## src/rtl/approx_adder_err_sweeper.sv

```systemverilog
// approx_adder_err_sweeper
//   Exhaustive error characterisation of an approximate ripple-carry adder.
//   The low APPROX_CELLS cells are approximate (S = X | ~Cin, Cout = ~Cin) and
//   the remaining cells are exact full adders. A start pulse sweeps every
//   (in1, in2) operand pair, one pair per cycle, through a 2-stage pipeline.
//   The result of each pair is compared with the exact sum, and max / sum /
//   count error statistics are accumulated.
// Ports:
//   clk, rst   : clock (rising edge), synchronous active-high reset
//   start      : one-cycle pulse that begins a sweep (ignored unless idle)
//   hold       : stall; freezes the FSM, the counters, the pipeline and the accumulators
//   busy       : sweep in progress
//   done       : one-cycle pulse when the statistics are final
//   max_err    : largest |approx - exact|
//   worst_in1/2: operands of the first pair that reached max_err
//   err_sum    : sum of |approx - exact| over all pairs
//   err_cnt    : number of pairs with a nonzero error
module approx_adder_err_sweeper #(
  parameter int WIDTH        = 8,
  parameter int APPROX_CELLS = 2
) (
  input  logic                 clk,
  input  logic                 rst,
  input  logic                 start,
  input  logic                 hold,
  output logic                 busy,
  output logic                 done,
  output logic [WIDTH:0]       max_err,
  output logic [WIDTH-1:0]     worst_in1,
  output logic [WIDTH-1:0]     worst_in2,
  output logic [3*WIDTH:0]     err_sum,
  output logic [2*WIDTH:0]     err_cnt
);

  // Bit i set means cell i is an approximate cell.
  localparam logic [WIDTH:0] APX_MASK =
    ((WIDTH+1)'(1) << APPROX_CELLS) - (WIDTH+1)'(1);

  typedef enum logic [1:0] {
    S_IDLE,
    S_SWEEP,
    S_DRAIN,
    S_DONE
  } state_t;

  state_t state, state_nx;

  logic [WIDTH-1:0] in1_cnt, in2_cnt;
  logic             last_pair;
  logic             accept;

  // Stage 1 registers
  logic             s1_v;
  logic [WIDTH:0]   s1_apx;
  logic [WIDTH:0]   s1_ex;
  logic [WIDTH-1:0] s1_in1, s1_in2;

  // Stage 2 valid: set in the cycle after stage 2 has consumed a pair
  logic             s2_v;

  logic [WIDTH:0]   apx_sum;
  logic [WIDTH:0]   ex_sum;
  logic [WIDTH:0]   abs_err;
  logic             carry;

  assign last_pair = (&in1_cnt) & (&in2_cnt);
  assign accept    = (state == S_IDLE) && start && !hold;

  // Approximate adder on the current counter values.
  always_comb begin
    apx_sum = '0;
    carry   = 1'b0;
    for (int unsigned i = 0; i < WIDTH; i++) begin
      if (APX_MASK[i]) begin
        apx_sum[i] = in1_cnt[i] | ~carry;
        carry      = ~carry;
      end else begin
        apx_sum[i] = in1_cnt[i] ^ in2_cnt[i] ^ carry;
        carry      = (in1_cnt[i] & in2_cnt[i]) | (carry & (in1_cnt[i] ^ in2_cnt[i]));
      end
    end
    apx_sum[WIDTH] = carry;
  end

  assign ex_sum = {1'b0, in1_cnt} + {1'b0, in2_cnt};

  // Both operands are non-negative, so an unsigned compare-and-subtract gives
  // the same magnitude as the wider signed difference.
  always_comb begin
    abs_err = '0;
    if (s1_apx >= s1_ex) abs_err = s1_apx - s1_ex;
    else                 abs_err = s1_ex - s1_apx;
  end

  // FSM state register
  always_ff @(posedge clk) begin
    if (rst)        state <= S_IDLE;
    else if (!hold) state <= state_nx;
  end

  // FSM next state and outputs
  always_comb begin
    state_nx = state;
    busy     = 1'b0;
    done     = 1'b0;
    case (state)
      S_IDLE: begin
        if (start) state_nx = S_SWEEP;
      end
      S_SWEEP: begin
        busy = 1'b1;
        if (last_pair) state_nx = S_DRAIN;
      end
      S_DRAIN: begin
        busy = 1'b1;
        if (!s1_v && !s2_v) state_nx = S_DONE;
      end
      S_DONE: begin
        done     = 1'b1;
        state_nx = S_IDLE;
      end
      default: state_nx = S_IDLE;
    endcase
  end

  // Counters, pipeline and accumulators
  always_ff @(posedge clk) begin
    if (rst) begin
      in1_cnt   <= '0;
      in2_cnt   <= '0;
      s1_v      <= 1'b0;
      s1_apx    <= '0;
      s1_ex     <= '0;
      s1_in1    <= '0;
      s1_in2    <= '0;
      s2_v      <= 1'b0;
      max_err   <= '0;
      worst_in1 <= '0;
      worst_in2 <= '0;
      err_sum   <= '0;
      err_cnt   <= '0;
    end else if (!hold) begin
      s1_v <= (state == S_SWEEP);
      s2_v <= s1_v;

      if (state == S_SWEEP) begin
        s1_apx  <= apx_sum;
        s1_ex   <= ex_sum;
        s1_in1  <= in1_cnt;
        s1_in2  <= in2_cnt;
        in2_cnt <= in2_cnt + 1'b1;
        if (&in2_cnt) in1_cnt <= in1_cnt + 1'b1;
      end

      if (accept) begin
        in1_cnt   <= '0;
        in2_cnt   <= '0;
        max_err   <= '0;
        worst_in1 <= '0;
        worst_in2 <= '0;
        err_sum   <= '0;
        err_cnt   <= '0;
      end else if (s1_v) begin
        if (abs_err > max_err) begin
          max_err   <= abs_err;
          worst_in1 <= s1_in1;
          worst_in2 <= s1_in2;
        end
        err_sum <= err_sum + {{(2*WIDTH){1'b0}}, abs_err};
        err_cnt <= err_cnt + {{(2*WIDTH){1'b0}}, (abs_err != '0)};
      end
    end
  end

endmodule
```

## config.mk

```make
export PLATFORM = sky130hd
export DESIGN_NAME = approx_adder_err_sweeper
export DESIGN_NICKNAME = d
export VERILOG_FILES = /design/src/rtl/approx_adder_err_sweeper.sv
export SDC_FILE = /design/constraint.sdc
export NUM_CORES = 1
export LEC_CHECK = 0
export BUFFER_PORTS_ARGS = -buffer_cell sky130_fd_sc_hd__buf_2
export CAP_MARGIN = 40
export CORE_MARGIN = 2
export CORE_UTILIZATION = 35
export CTS_CLUSTER_DIAMETER = 100
export DETAILED_ROUTE_END_ITERATION = 6
export GPL_ROUTABILITY_DRIVEN = 0
export HOLD_SLACK_MARGIN = 0.06
export PLACE_DENSITY = 0.53
export SLEW_MARGIN = 10
export SYNTH_ARGS = -nofsm -noshare
export SYNTH_HDL_FRONTEND = slang
export SYNTH_SLANG_ARGS = --single-unit
```

## constraint.sdc

```tcl
create_clock -name clk -period 8 [get_ports clk]
set_input_delay 0.8 -clock clk [delete_from_list [all_inputs] [get_ports clk]]
set_output_delay 0.8 -clock clk [all_outputs]
set_load 0.1 [all_outputs]
```

==> reports/qor.txt <==
RUN STATUS
------------------------------------------------------------------------------------
Status                                                                  finished clean

CELLS AND AREA
------------------------------------------------------------------------------------
Layout overhead on the synthesized area                                        17.5%
Nets@finish                                                                      917
Most frequent cells in the layout                                       sky130_fd_sc_hd__dfxtp_1, sky130_fd_sc_hd__nor2_1, sky130_fd_sc_hd__nand2_1
Count of inserted antenna diode cells                                              0
Most common cell after layout, fill and taps aside                      sky130_fd_sc_hd__dfxtp_1
Share of post-route cells with drive strength above 1                          13.4%
Total of fill cells in the finished design                                      1903

CRITICAL PATH
------------------------------------------------------------------------------------
Crit-path slowest cell                                                  sky130_fd_sc_hd__a21boi_0
Dominant delay contributor by cell family on the critical path          compound AO/OA/AOI/OAI gates
Reg-to-reg startpoint                                                      s1_apx[1]
Data arrival, critical path                                                  4.92 ns
Nature of the critical path startpoint                                      register
Required time of the worst setup path                                        8.28 ns
List of cells traversed by the critical path                            inv_1 -> ha_1 -> nor2b_1 -> o31a_2 -> o2111ai_2 -> nand2_1 -> o31ai_1 -> xor2_1 -> inv_1 -> ha_1 -> o21ai_0 -> a21boi_0 -> o211ai_1 -> a211oi_1 -> xnor2_1 -> nor2_1
Worst path bufs/invs                                                               2
Critical R2R Capture                                                     err_sum[20]
Crit-path max FO                                                                   9
Category of the most critical setup path                                     reg2reg
Critical Path Max Stage Delay                                                0.42 ns
R2r worst-path depth                                                              16
Critical Path End Type                                                      register
Reg2reg setup slack                                                          3.36 ns

GRT
------------------------------------------------------------------------------------
Via count of the first global-routing pass                                      5396
Initial antenna violation count                                                    0
Pin count of the biggest net entering global routing                              67
Global-route wire length before repair                                      27200 um
GRT overflow                                                                       0
Total GRT Usage                                                                17.2%

STA
------------------------------------------------------------------------------------
Final period utilization                                                       58.0%
Post-route worst setup slack                                                 3.36 ns
Final slew viol count                                                              0
RSZ-0062 raised after global routing                                           false
Setup Skew                                                                0.00625 ns
Final critical delay including setup and external delays                     4.64 ns
Max Clk Rate                                                               0.216 GHz
Setup TNS                                                                       0 ns
Worst Tran Pin Value                                                        0.853 ns
Number of setup violations in the final report                                     0
Max-Slew Margin vs Limit                                                       42.7%
Final worst hold slack                                                      0.454 ns
Final hold vios                                                                    0

CTS
------------------------------------------------------------------------------------
# H-tree levels                                                                    4
Clock tree root driver cell                                             sky130_fd_sc_hd__clkbuf_16
Post-cts sizing count                                                              0
Register clock-pin slew on the reported worst setup and hold paths           0.06 ns
Clock buffer count from CTS                                                       17
CTS tree                                                                         yes
Post-CTS setup-driven buffer insertion count                                       0
Number of hold buffers added after CTS                                             0
Clock latency on the worst-skew pair                                         0.42 ns
Total number of clock tree sinks                                                 120
Max Buffers Root-to-Sink                                                           2

ROUTE
------------------------------------------------------------------------------------
DRT met1 WL                                                                  8000 um
TritonRoute pass-1 iters                                                           5
Length of routed met3 wiring                                                  481 um
Vias per cell                                                                   5.02
DRC                                                                                0
Detailed-route wire length                                                  16200 um
Post-route antenna net violation count                                             0
Routed via count                                                                5502
Total met2 wirelength after detailed routing                                 7270 um
Drt wl/cell                                                                  14.8 um
First DRT Iteration DRCs                                                         277
Top Layer Used                                                                  met4

WORST HOLD PATH
------------------------------------------------------------------------------------
WHS Endpoint                                                                    s2_v
Worst Hold Depth                                                                   2
Class of the tightest hold or removal check                                  reg2reg
Hold wc startpoint                                                              s2_v

YOSYS
------------------------------------------------------------------------------------
Synth Instances                                                                  787
Area of the mapped netlist                                                6570 sq um
Warnings from Yosys                                                                0
Compound-gate portion of the synthesized area                                  16.7%
Largest family of logic cells by synthesized area                       simple AND/OR/NAND/NOR gates
Number of register bits inferred by synthesis                                    120
Simple-Gate Fraction of Synth Area                                             20.2%
Flip-flop cell with the highest count after synthesis                   sky130_fd_sc_hd__dfxtp_1
Top-area cell type share of the netlist area                                   36.6%
Parity-gate share of the synthesized area counting xor and xnor cells          7.07%
Cell type with the largest total area after synthesis                   sky130_fd_sc_hd__dfxtp_1
Biggest area contributors in the synthesized netlist                    sky130_fd_sc_hd__dfxtp_1, sky130_fd_sc_hd__ha_1, sky130_fd_sc_hd__nor2_1, sky130_fd_sc_hd__nand2_1, sky130_fd_sc_hd__a21oi_1
EDFF count, synth                                                                  0
Ys async rst share                                                                0%
Synth unique cells                                                                58
Post-Synthesis Net Count                                                         852
Portion of the post-synthesis area used by sequential elements                 36.6%
Mux cell area share after synthesis                                            1.37%
Adder-Cell Fraction of Synth Area                                              12.7%
Mapped Avg Cell Area                                                      8.35 sq um

FLOORPLANNING
------------------------------------------------------------------------------------
Area of the placeable core                                               18600 sq um
Die outline area                                                         19900 sq um
Initial core utilization                                                       35.3%
Cell row count                                                                    50
X dimension of the die                                                        141 um
I/O pin total                                                                     73
Die Ht                                                                        141 um

PLACED DESIGN
------------------------------------------------------------------------------------
Pre-CTS WS                                                                   3.13 ns
Half-perimeter wire length after placement                                  11700 um
Count of buffers from port buffering                                              72

POWER AND IR DROP
------------------------------------------------------------------------------------
Pwr Density                                                              205 nW/um^2
Worst VDD drop                                                                171 uV
Lkg Pwr                                                                      3.19 nW

RUN
------------------------------------------------------------------------------------
Number of maximum-capacitance constraint violations                                0

## kinds of logic (layout without fill, tap and decap cells)
kind of cell    Yosys count  count (layout)
simple gates            286             286
xor+xnor                 53              53
mux                       9               9
flops                   120             120
buf+inv                  92             168
compound gates          166             166
fa+ha+maj                61              61
## area by class of cell
class | instances | area [sq um] | share of cell area, %
flip-flops and latches | 120 | 2400 | 31.1
clock inverters | 7 | 68.8 | 0.892
inverters | 59 | 221 | 2.87
well taps | 234 | 293 | 3.79
clock buffers | 23 | 498 | 6.45
multi-input cells | 575 | 3820 | 49.5
repair buffers | 79 | 417 | 5.40
## stage by stage
| stage | area, sq um | power (mW) | instances | utilization, % |
|---|---|---|---|---|
| 3_3_place_gp | 7120 | 0.859 | 1064 | 38.3 |
| 4_1_cts | 7710 | 1.60 | 1096 | 41.5 |
| 5_1_grt | 7720 | 1.66 | 1097 | 41.5 |
| 3_5_place_dp | 7140 | 0.860 | 1066 | 38.4 |
| 2_1_floorplan | 6570 | 0.806 | 787 | - |
| 6_report | 7720 | 1.58 | 1097 | 41.5 |
## flip-flops by register name, summed over array words and instances, names as in the netlist
register,cells
err_sum,25
err_cnt,17
max_err,9
s1_apx,9
s1_ex,9
in1_cnt,8
in2_cnt,8
s1_in2,8
worst_in1,8
worst_in2,8
s1_in1,7
state,2
s1_v,1
s2_v,1
## cells in the mapped netlist (all sizes together), types with 9 or more instances
master and count:
buf 13, a211oi 20, ha 52, xor2 25, nand3 27, mux2i 9, nand2 92, nor2b 9
inv 59, xnor2 28, nor2 96, clkbuf 20, dfxtp 120, a22o 12, a21oi 63, fa 9
o21ai 21, o21a 10, nand4 10
## metal layers
layer  up-vias  track usage [%]
li1       2829                -
met1      2542             22.2
met2        98             27.4
met3        33             3.40
met4         0             8.47
met5         -                0
## worst max path at each step
stage                   start      endpoint  slack [ns]  cells past startpoint
CTS                 s1_apx[1]  worst_in1[5]        3.10                     17
detailed placement  s1_apx[1]  worst_in2[1]        3.13                     17
global placement    s1_apx[1]  worst_in1[3]        2.91                     17
global route        s1_apx[1]   err_sum[24]        2.93                     16
finish              s1_apx[1]   err_sum[20]        3.36                     16
floorplan           s1_apx[1]   err_sum[17]        3.85                     17
## worst register-to-register path, cell delays in order, from the launching register on
cell	delay, ns
sky130_fd_sc_hd__dfxtp_1	0.41
sky130_fd_sc_hd__inv_1	0.11
sky130_fd_sc_hd__ha_1	0.33
sky130_fd_sc_hd__nor2b_1	0.15
sky130_fd_sc_hd__o31a_2	0.32
sky130_fd_sc_hd__o2111ai_2	0.39
sky130_fd_sc_hd__nand2_1	0.20
sky130_fd_sc_hd__o31ai_1	0.30
sky130_fd_sc_hd__xor2_1	0.26
sky130_fd_sc_hd__inv_1	0.12
sky130_fd_sc_hd__ha_1	0.36
sky130_fd_sc_hd__o21ai_0	0.14
sky130_fd_sc_hd__a21boi_0	0.42
sky130_fd_sc_hd__o211ai_1	0.41
sky130_fd_sc_hd__a211oi_1	0.37
sky130_fd_sc_hd__xnor2_1	0.16
sky130_fd_sc_hd__nor2_1	0.05
## power breakdown
part	internal, mW	switching [mW]	total (mW)
Sequential	0.604	0.00519	0.609
Clock	0.463	0.272	0.735
Combinational	0.0827	0.158	0.241
Power figures use the tool's default switching activity.
